$ cat src/rtl/alu_pkg.sv
// Shared types for the ALU writeback stage: flag register layout, FIFO entry and the
// hardwired zero register index.
package alu_pkg;

   typedef struct packed {
      logic n;
      logic z;
      logic c;
      logic v;
   } flags_t;

   typedef struct packed {
      logic [4:0]  rd;
      logic [31:0] data;
   } wb_entry_t;

   localparam logic [4:0] REG_ZERO = 5'd0;

endpackage

$ cat src/rtl/alu_wb_fifo.sv
// Small valid/ready FIFO of writeback entries. DEPTH must be 2 or 4 so pointers wrap
// naturally; ready depends on registered state only.
module alu_wb_fifo
   import alu_pkg::*;
#(
   parameter int unsigned DEPTH = 2
) (
   input  logic      clk,
   input  logic      rst_n,
   input  logic      push_valid_i,
   output logic      push_ready_o,
   input  wb_entry_t push_data_i,
   output logic      pop_valid_o,
   input  logic      pop_ready_i,
   output wb_entry_t pop_data_o
);

   localparam int unsigned PW = $clog2(DEPTH);
   localparam int unsigned CW = PW + 1;

   logic [PW-1:0] wr_ptr_q, wr_ptr_d;
   logic [PW-1:0] rd_ptr_q, rd_ptr_d;
   logic [CW-1:0] count_q, count_d;
   wb_entry_t     mem_q [DEPTH];
   logic          push, pop;

   assign push_ready_o = (count_q != CW'(DEPTH));
   assign pop_valid_o  = (count_q != '0);
   assign pop_data_o   = mem_q[rd_ptr_q];
   assign push         = push_valid_i && push_ready_o;
   assign pop          = pop_valid_o && pop_ready_i;

   always_comb begin
      wr_ptr_d = push ? wr_ptr_q + PW'(1) : wr_ptr_q;
      rd_ptr_d = pop ? rd_ptr_q + PW'(1) : rd_ptr_q;
      count_d  = count_q;
      if (push && !pop) begin
         count_d = count_q + CW'(1);
      end else if (pop && !push) begin
         count_d = count_q - CW'(1);
      end
   end

   always_ff @(posedge clk or negedge rst_n) begin
      if (!rst_n) begin
         wr_ptr_q <= '0;
         rd_ptr_q <= '0;
         count_q  <= '0;
         for (int i = 0; i < int'(DEPTH); i++) begin
            mem_q[i] <= '0;
         end
      end else begin
         wr_ptr_q <= wr_ptr_d;
         rd_ptr_q <= rd_ptr_d;
         count_q  <= count_d;
         if (push) begin
            mem_q[wr_ptr_q] <= push_data_i;
         end
      end
   end

`ifndef SYNTHESIS
   assert property (@(posedge clk) disable iff (!rst_n) pop |-> (count_q != '0));
   assert property (@(posedge clk) disable iff (!rst_n) push |-> (count_q != CW'(DEPTH)));
`endif

endmodule

$ cat src/rtl/alu_wb_stage.sv
// ALU writeback stage: buffers results toward the register file and keeps the NZCV flags
// plus a sticky overflow. Define ALU_WB_CARRY_BYPASS_EN to forward in_carry to carry_in.
module alu_wb_stage
   import alu_pkg::*;
#(
   parameter int unsigned DEPTH = 2
) (
   input  logic        clk,
   input  logic        rst_n,
   input  logic        in_valid,
   output logic        in_ready,
   input  logic [31:0] in_result,
   input  logic [4:0]  in_rd,
   input  logic        in_we,
   input  logic        in_flag_we,
   input  logic        in_carry,
   input  logic        in_overflow,
   input  logic        in_zero,
   input  logic        in_neg,
   output logic        wb_valid,
   input  logic        wb_ready,
   output logic [4:0]  wb_addr,
   output logic [31:0] wb_data,
   output logic [3:0]  flags,
   output logic        carry_in,
   output logic        ovf_sticky,
   input  logic        clr_sticky
);

   flags_t    flags_q, flags_d;
   logic      sticky_q, sticky_d;
   logic      accept, push_valid, flag_commit;
   wb_entry_t push_entry, head_entry;

   assign accept      = in_valid && in_ready;
   assign flag_commit = accept && in_flag_we;
   // Writes to the zero register are dropped here; flags still commit below.
   assign push_valid  = accept && in_we && (in_rd != REG_ZERO);
   assign push_entry  = '{rd: in_rd, data: in_result};

   alu_wb_fifo #(
      .DEPTH (DEPTH)
   ) u_fifo (
      .clk          (clk),
      .rst_n        (rst_n),
      .push_valid_i (push_valid),
      .push_ready_o (in_ready),
      .push_data_i  (push_entry),
      .pop_valid_o  (wb_valid),
      .pop_ready_i  (wb_ready),
      .pop_data_o   (head_entry)
   );

   assign wb_addr = head_entry.rd;
   assign wb_data = head_entry.data;

   always_comb begin
      flags_d  = flags_q;
      sticky_d = sticky_q;
      if (flag_commit) begin
         flags_d = '{n: in_neg, z: in_zero, c: in_carry, v: in_overflow};
      end
      if (flag_commit && in_overflow) begin
         sticky_d = 1'b1;
      end else if (clr_sticky) begin
         sticky_d = 1'b0;
      end
   end

   always_ff @(posedge clk or negedge rst_n) begin
      if (!rst_n) begin
         flags_q  <= '0;
         sticky_q <= 1'b0;
      end else begin
         flags_q  <= flags_d;
         sticky_q <= sticky_d;
      end
   end

   assign flags      = flags_q;
   assign ovf_sticky = sticky_q;

`ifdef ALU_WB_CARRY_BYPASS_EN
   assign carry_in = (in_valid && in_flag_we) ? in_carry : flags_q.c;
`else
   assign carry_in = flags_q.c;
`endif

endmodule
$ cat config.mk
export PLATFORM = sky130hd
export DESIGN_NAME = alu_wb_stage
export DESIGN_NICKNAME = d
export VERILOG_FILES = /design/src/rtl/alu_pkg.sv /design/src/rtl/alu_wb_fifo.sv /design/src/rtl/alu_wb_stage.sv
export SDC_FILE = /design/constraint.sdc
export NUM_CORES = 1
export LEC_CHECK = 0
export BUFFER_PORTS_ARGS = -buffer_cell sky130_fd_sc_hd__buf_2
export CAP_MARGIN = 20
export CORE_UTILIZATION = 32
export CTS_BUF_LIST = sky130_fd_sc_hd__clkbuf_2 sky130_fd_sc_hd__clkbuf_4 sky130_fd_sc_hd__clkbuf_8
export DETAILED_ROUTE_END_ITERATION = 10
export MAX_ROUTING_LAYER = met4
export PLACE_DENSITY_LB_ADDON = 0.08
export SLEW_MARGIN = 20
export SYNTH_ARGS = -nofsm -noshare
export SYNTH_HDL_FRONTEND = slang
export SYNTH_SLANG_ARGS = --single-unit
$ cat constraint.sdc
create_clock -name clk -period 4.7 [get_ports clk]
set_input_delay 0.705 -clock clk [delete_from_list [all_inputs] [get_ports clk]]
set_output_delay 0.705 -clock clk [all_outputs]
set_load 0.005 [all_outputs]
# Word level (Yosys, flattened, before mapping)
# Index checks and enable logic that the tools add are counted.
# totals
register_bits,83
inputBits,48
output_inout_bits,45
# classes
addsub,4
order_cmp,3
n_eq_ne,1
n_mux,10
bitwise_logic,2
n_reduce_logical,16
# ops
cell,n
37-bit two-way mux,4
74-bit bitwise mux,1
37-bit demux with 1-bit select,1
1-bit logical AND,10
2-bit nonzero test,3
5-bit nonzero test,1
"2-bit greater-or-equal comparator, second input constant",2
2-bit two-way mux,2
1-bit NOT with 2-bit output,2
"1-bit adder, second input constant",2
"2-bit by 1-bit adder with 2-bit output, second input constant",1
1-bit logical NOT,2
"2-bit by 1-bit < comparator with 1-bit output, second input constant",1
1-bit two-way mux,2
"2-bit != test, second input constant",1
"2-bit by 1-bit subtractor with 2-bit output, second input constant",1

# Longest topological paths before layout
# Gate-level depths: netlist of run 1.
# logic_depth
word_depth,9
depth_mapped,7
depth_no_buf,7

# By module
# From an unflattened synthesis of run 1, not the netlist that was laid out.
# hier_totals
hier_cells,232
hier_area_um2,3937.5
# modules_own_cells
module,instances,cells_per_inst,area_each_um2,seq_area_each_um2
alu_wb_fifo,1,214,3694.8,1951.9
alu_wb_stage,1,18,242.7,125.1

# Worst setup path after synthesis of run 1
# OpenSTA, ideal clock, no wires.
# synth_path
kind,input to register
start,in in_rd[0]
end,reg u_fifo.mem_q[37] (netlist name)
arrival_time_ns,2.015
required_ns,4.575
path_slack_ns,2.560
cell_stages,6
cell_sequence,or4_4 > nor2_4 > nor4b_1 > buf_6 > buf_6 > mux2_4
# synth_between
elab_chain_cells,3
# synth_lines
element,line_no,source
start: declaration,alu_wb_stage.sv:13,"input logic [4:0] in_rd,"
5-bit nonzero test,alu_wb_stage.sv:38,assign push_valid = accept && in_we && (in_rd != REG_ZERO);
1-bit logical AND,alu_wb_stage.sv:38,
1-bit logical AND,alu_wb_fifo.sv:30,assign push = push_valid_i && push_ready_o;
end signal: indexed assignment,alu_wb_fifo.sv:57,mem_q[wr_ptr_q] <= push_data_i;
end: declaration,alu_wb_fifo.sv:24,wb_entry_t mem_q [DEPTH];
# No other way between the ends.
# A chain may end at the register's enable or synchronous reset.

# Worst setup path after layout of run 1
# layout_path
start,reg u_fifo.rd_ptr_q
end,out wb_data[9]
# layout_between
elab_chain_cells,4
# layout_lines
element,line_no,source
start: declaration,alu_wb_fifo.sv:22,"logic [PW-1:0] rd_ptr_q, rd_ptr_d;"
start signal: assignment,alu_wb_fifo.sv:54,rd_ptr_q <= rd_ptr_d;
1-bit NOT with 2-bit output (not written as such),alu_wb_fifo.sv:29,assign pop_data_o = mem_q[rd_ptr_q];
37-bit two-way mux (not written as such) (3 in series),alu_wb_fifo.sv:29,
end: declaration,alu_wb_stage.sv:23,"output logic [31:0] wb_data,"
# No other way between the ends. The select of a mux whose other input is x is not followed.

==> qor.csv, run 1 <==
stage,metric,value,unit
run_status,outcome,completed,
final_layout,final std cells w/o fill,476,
synthesis,"Warnings, synthesis",0,
timing,Tcrit/Tclk final,56.23,%
detailed_routing,starting DRC count in detailed routing,87,
place,PortBufs,92,
synthesis,Synth Instances,232,
final_layout,"Area growth, synth to finish",22.69,%
detailed_routing,DRC viols,0,
detailed_routing,Avg WL per Cell,15.81,um
synthesis,Mapped Nets,281,
clocking,total clock sinks,83,
timing,fmax,0.3784,GHz
die,die area,12070,sq um
global_routing,initial antenna violation count,1,
synthesis,Mapped Area,3722,sq um
clocking,"Reg clk slew, reported paths",0.08,ns
clocking,CTS tree,yes,
worst_setup_path,Setup crit start kind,flip-flop,
clocking,root buf cell,clkbuf_8,
place,post-DP HPWL,4.875,mm
timing,min cycle time layout,2.643,ns
worst_setup_path,Crit path arrival time,1.94,ns
timing,Fin. Hold Viols,0,
global_routing,vias in the first global route,2262,
place,Placer Congestion,0.6774,
synthesis,part of the Yosys area used for sequential elements,55.80,%
timing,RSZ-0062 raised after global routing,no,
timing,setup TNS,0,ns
timing,Rel. slew slack,35.65,%
worst_setup_path,first element of the critical path,u_fifo.rd_ptr_q,
timing,Final Max Tran Viols,0,
clocking,PostCTS Resize Cnt,0,
die,FP Rows,39,
worst_setup_path,CP endpoint kind,output port,
clocking,Num CTS Buffers,9,
hold_path,Hold Path Class,input port to asynchronous set/reset pin,
clocking,hold_buf cts,0,
timing,Hold WS,0.3608,ns
die,die width,109.9,um
worst_setup_path,critical path type,flip-flop to output port,
global_routing,GR Util All Layers,13.98,%
global_routing,gr ovfl total,0,
timing,worst-margin pin slew,0.9652,ns
synthesis,Post-Syn Area per Cell,16.04,sq um
synthesis,#FFs+latches synth,83,
die,Starting Density,32.74,%
synthesis,Synth cell types,24,
detailed_routing,vias per cell,4.599,
global_routing,first-pass GRT wire length,11.94,mm
worst_setup_path,top fanout value on the critical path,38,
power,pwr dens,681.3,nW/um^2
timing,Setup-failing EPs final,0,
worst_setup_path,FF-to-FF Start,u_fifo.count_q[0],
die,Core Box Area,11370,sq um
clocking,H-tree Lvls,3,
place,DP Cell Count,459,
worst_setup_path,Reg2Reg Depth,5,
die,die height,109.9,um
clocking,Clock Latency Late Sink,0.35,ns
final_layout,Nets,376,
die,Top Ports,93,
detailed_routing,via count,2189,
power,leak pwr,2.130,nW
detailed_routing,drt total wl,7.526,mm
clocking,postcts setup bufs,0,
final_layout,layout cells sized above 1,56.63,%
global_routing,largest net degree at the start of global routing,49,
power,Max VDD drop,0.2664,mV
clocking,Clock Path Buffers,2,
job,max-cap violations,0,
worst_setup_path,worst path required time,3.99,ns
detailed_routing,number of routed nets with antenna violations,0,
detailed_routing,DR pass1 iterations,4,
timing,clk_skew,0.006048,ns
[state kept, by name, summed over array words and instances (netlist names)]
name and cells:
carry_in 1, flags 3, ovf_sticky 1, u_fifo.count_q 2, u_fifo.mem_q 74, u_fifo.rd_ptr_q 1, u_fifo.wr_ptr_q 1
[worst max-delay path, stage by stage, from the launching register on]
cell and delay (ns):
dfrtp_2 1.01, mux2_2 0.43, buf_2 0.13
[metal layers]
metal	GRT usage (%)	part of all wire, %	wire (um)
met3	4.386	5.2	390
met5	-	0	0
met4	6.000	1.7	125
met1	17.55	48	3627
met2	20.71	45	3383
[path summary, 6_finish.rpt]
check | to | slack (ns)
max | wb_data[9] | 2.06
min | u_fifo.mem_q[55] | 0.36
max reg2reg | u_fifo.mem_q[30] | 2.42
min reg2reg | u_fifo.mem_q[36] | 0.49
max in group asynchronous | u_fifo.mem_q[54] | 3.43
min in group clk | u_fifo.mem_q[36] | 0.49
[kinds of logic (layout without fill, tap and decap cells)]
logic type / count (synthesis) / after routing / synth area share [%]
compound gates: 2 / 2 / 0.3025
simple gates: 13 / 13 / 2.454
buf+inv: 14 / 114 / 2.420
fa+ha+maj: 1 / 1 / 0.3361
xor+xnor: 5 / 5 / 1.177
flops: 83 / 83 / 55.80
other cells: 0 / 1 / 0
mux: 114 / 114 / 37.51
[through the flow]
stage | instance area, sq um | setup slack (ns) | total power [mW] | util (%)
2_1_floorplan | 3722 | 2.560 | 2.072 | -
3_3_place_gp | 4319 | 2.129 | 2.504 | 37.99
3_5_place_dp | 4319 | 2.095 | 2.521 | 37.99
4_1_cts | 4564 | 1.982 | 3.175 | 40.15
5_1_grt | 4567 | 1.910 | 3.351 | 40.17
6_report | 4567 | 2.057 | 3.112 | 40.17
[area by class of cell]
class | instances | area, sq um
antenna | 1 | 2.502
inverter | 2 | 7.507
tap | 143 | 178.9
clock buffer | 11 | 145.1
multi-input combinational | 135 | 1562
timing repair buffer | 96 | 493.0
fill | 1075 | 6803
sequential | 83 | 2078
clock inverter | 5 | 100.1
[cell usage after synthesis]
master	n	area [sq um]
o22ai_1	1	6.260
o21ai_0	1	5.000
or2_2	1	6.260
nand3_1	1	5.000
dfrtp_1	83	2077
xnor2_1	2	17.52
buf_2	3	15.01
nor3b_1	1	7.510
mux2_2	40	450.4
xor2_1	3	26.28
inv_1	2	7.510
mux2_4	30	450.4
mux2_1	44	495.5
clkbuf_1	4	15.01
nand2b_1	1	6.260
ha_1	1	12.51
nand2_1	4	15.01
buf_6	4	45.04
or4_4	1	11.26
nor3_4	1	16.27
buf_4	1	7.510
nor2_4	1	11.26
nor2_1	1	3.750
nor4b_1	1	8.760
[report_power, final]
group | internal [mW] | total (mW) | switching, mW
logic | 0.770 | 1.17 | 0.398
clock network | 0.372 | 0.627 | 0.256
registers | 1.07 | 1.32 | 0.244
total | 2.21 | 3.11 | 0.897
[cell usage in the layout (no fill, tap or decap)]
cell / synthesis / routed
nor3b_1: 1 / 1
nor2_1: 1 / 1
nand3_1: 1 / 1
o22ai_1: 1 / 1
mux2_4: 30 / 30
diode_2: 0 / 1
buf_4: 1 / 5
clkinv_2: 0 / 2
ha_1: 1 / 1
xnor2_1: 2 / 2
or2_2: 1 / 1
clkbuf_8: 0 / 10
nor4b_2: 0 / 1
mux2_2: 40 / 40
or4_4: 1 / 1
dfrtp_2: 0 / 1
inv_1: 2 / 2
bufinv_16: 0 / 3
mux2_1: 44 / 44
nor2_4: 1 / 1
nand2b_1: 1 / 1
dfrtp_1: 83 / 82
clkbuf_4: 0 / 1
nand2_1: 4 / 4
buf_2: 3 / 91
xor2_1: 3 / 3
o21ai_0: 1 / 1
nor3_4: 1 / 1
(Power assumes the default switching activity.)
==> run 2: changes to the inputs <==
clock period = 2.35 ns   (was 4.7 ns; I/O delays follow)
==> run 2 against run 1 <==
Effect of this change: critical endpoint is now u_fifo.mem_q[46]; via count fell by 0.64%; worst hold slack got worse by 0.34 ns; routed wire length up 0.81%; flip-flop and latch count stayed put.
==> qor.csv, run 2 (synthesis results as in run 1) <==
stage,metric,value,unit,change
timing,clk_skew,0.008315,ns,was 0.006048 ns
global_routing,first-pass GRT wire length,12.01,mm,was 11.94 mm
timing,setup TNS,0,ns,unchanged
final_layout,Biggest register,u_fifo.mem_q,,unchanged
clocking,hold_buf cts,0,,unchanged
clocking,Num CTS Buffers,9,,unchanged
clocking,Clock Path Buffers,2,,unchanged
clocking,total clock sinks,83,,unchanged
die,FP Rows,39,,unchanged
worst_setup_path,crit path cell chain,"nand2b_1, nand2_1, nor4b_2, buf_4, mux2_4",,"was mux2_2, buf_2"
worst_setup_path,Slowest cell on crit path,buf_4,,was dfrtp_2
job,max-cap violations,0,,unchanged
clocking,H-tree Lvls,3,,unchanged
timing,fmax,0.5110,GHz,
clocking,PostCTS Resize Cnt,0,,unchanged
final_layout,most frequent cells in the layout,"buf_2 (91), dfrtp_1 (82), mux2_1 (44)",,unchanged
detailed_routing,DRC viols,0,,unchanged
final_layout,"most common cell after layout, fill and taps aside",buf_2,,unchanged
clocking,Clock Latency Late Sink,0.35,ns,about the same
timing,min cycle time layout,1.957,ns,
power,Tot Pwr,6.160,mW,was 3.112 mW
place,Placer Congestion,0.6884,,was 0.6774
detailed_routing,starting DRC count in detailed routing,78,,was 87
worst_setup_path,cell family with most CP delay,simple AND/OR/NAND/NOR gates,,was flip-flops
clocking,"Reg clk slew, reported paths",0.08,ns,about the same
final_layout,"Area growth, synth to finish",22.96,%,was 22.69%
worst_setup_path,critical path type,flip-flop to flip-flop,,was flip-flop to output port
worst_setup_path,CP endpoint kind,flip-flop,,was output port
global_routing,met3 Track Usage GR,4.801,%,was 4.386%
timing,Fin. Hold Viols,0,,unchanged
die,die area,12070,sq um,unchanged
timing,Tcrit/Tclk final,83.27,%,
global_routing,gr ovfl total,0,,unchanged
timing,worst-margin pin slew,0.6561,ns,was 0.9652 ns
timing,Setup-failing EPs final,0,,unchanged
power,pwr dens,1346,nW/um^2,was 681.3 nW/um^2
global_routing,busiest metal layer after global routing,met2,,unchanged
detailed_routing,number of routed nets with antenna violations,0,,unchanged
detailed_routing,Avg WL per Cell,15.87,um,was 15.81 um
power,Max VDD drop,0.5132,mV,was 0.2664 mV
final_layout,Nets,379,,was 376
place,post-DP HPWL,5.076,mm,was 4.875 mm
place,PortBufs,92,,unchanged
detailed_routing,via count,2175,,was 2189
final_layout,filler instances,1092,,was 1075
detailed_routing,vias per cell,4.550,,was 4.599
global_routing,met1 Use GR,18.43,%,was 17.55%
global_routing,met2 Use GR,19.91,%,was 20.71%
timing,Final Max Tran Viols,0,,unchanged
worst_setup_path,worst path bufs/invs,1,,unchanged
timing,Hold WS,0.02037,ns,was 0.3608 ns
run_status,outcome,completed,,unchanged
global_routing,vias in the first global route,2285,,was 2262
global_routing,initial antenna violation count,1,,unchanged
clocking,CTS tree,yes,,unchanged
worst_setup_path,Crit path arrival time,2.20,ns,was 1.94 ns
timing,Rel. slew slack,56.26,%,was 35.65%
clocking,root buf cell,clkbuf_8,,unchanged
final_layout,layout cells sized above 1,56.89,%,was 56.63%
die,die width,109.9,um,unchanged
timing,RSZ-0062 raised after global routing,no,,unchanged
die,Starting Density,32.74,%,unchanged
worst_setup_path,Setup crit start kind,flip-flop,,unchanged
detailed_routing,DR pass1 iterations,4,,unchanged
global_routing,largest net degree at the start of global routing,49,,unchanged
die,die height,109.9,um,unchanged
worst_setup_path,reg-to-reg setup timing slack,0.39,ns,was 2.42 ns
power,leak pwr,2.137,nW,was 2.130 nW
die,Top Ports,93,,unchanged
worst_setup_path,worst path required time,2.59,ns,was 3.99 ns
detailed_routing,drt total wl,7.587,mm,was 7.526 mm
worst_setup_path,Worst path max stage delay,0.44,ns,was 1.01 ns
final_layout,max reg flops,74,,unchanged
die,Core Box Area,11370,sq um,unchanged
global_routing,GR Util All Layers,14.06,%,was 13.98%
hold_path,Hold Path Class,input port to asynchronous set/reset pin,,unchanged
clocking,postcts setup bufs,0,,unchanged
worst_setup_path,top fanout value on the critical path,22,,was 38
[run 2: cell types whose count changed in the layout (fill, tap and decap cells not counted), sizes merged]
cell and change:
buf +3, clkbuf +2, clkinv -2, bufinv -1
[run 2: through the flow]
stage               utilization [%]  instances  setup slack (ns)  cell area (sq um)
floorplan                         -        232            0.5623               3722
global placement              38.30        462            0.3756               4354
detailed placement            38.30        462            0.3504               4354
CTS                           40.23        477            0.3732               4574
global route                  40.26        478            0.2389               4577
finish                        40.26        478            0.3931               4577
[run 2: path summary, 6_finish.rpt]
| path | endpoint | cells past startpoint | startpoint |
|---|---|---|---|
| max | u_fifo.mem_q[46] | 5 | u_fifo.count_q[0] |
| min | u_fifo.mem_q[13] | 1 | rst_n |
| max reg2reg | u_fifo.mem_q[46] | 5 | u_fifo.count_q[0] |
| min reg2reg | u_fifo.mem_q[24] | 1 | u_fifo.mem_q[24] |
| max in group asynchronous | u_fifo.rd_ptr_q | 2 | rst_n |
| min in group clk | ovf_sticky | 2 | clr_sticky |
[run 2: per-layer routing]
| layer | wire length [um] | vias to the layer above |
|---|---|---|
| li1 | - | 1022 |
| met1 | 3658 | 1078 |
| met2 | 3356 | 68 |
| met3 | 501 | 7 |
| met4 | 70 | 0 |
| met5 | 0 | - |
[run 2: layout make-up]
cell class              count  area [sq um]  area share, %
diodes                      1         2.502        0.05467
clock buffers              13         160.2          3.499
clock inverters             2         60.06          1.312
inverters                   2         7.507         0.1640
multi-input cells         135          1562          34.12
flip-flops and latches     83          2078          45.41
well taps                 143         178.9          3.909
repair buffers             99         528.0          11.54
[run 2: report_power, final]
part,switching (mW),internal (mW),total [mW]
registers,0.346,2.15,2.50
clock network,0.487,0.659,1.15
logic,0.956,1.56,2.52
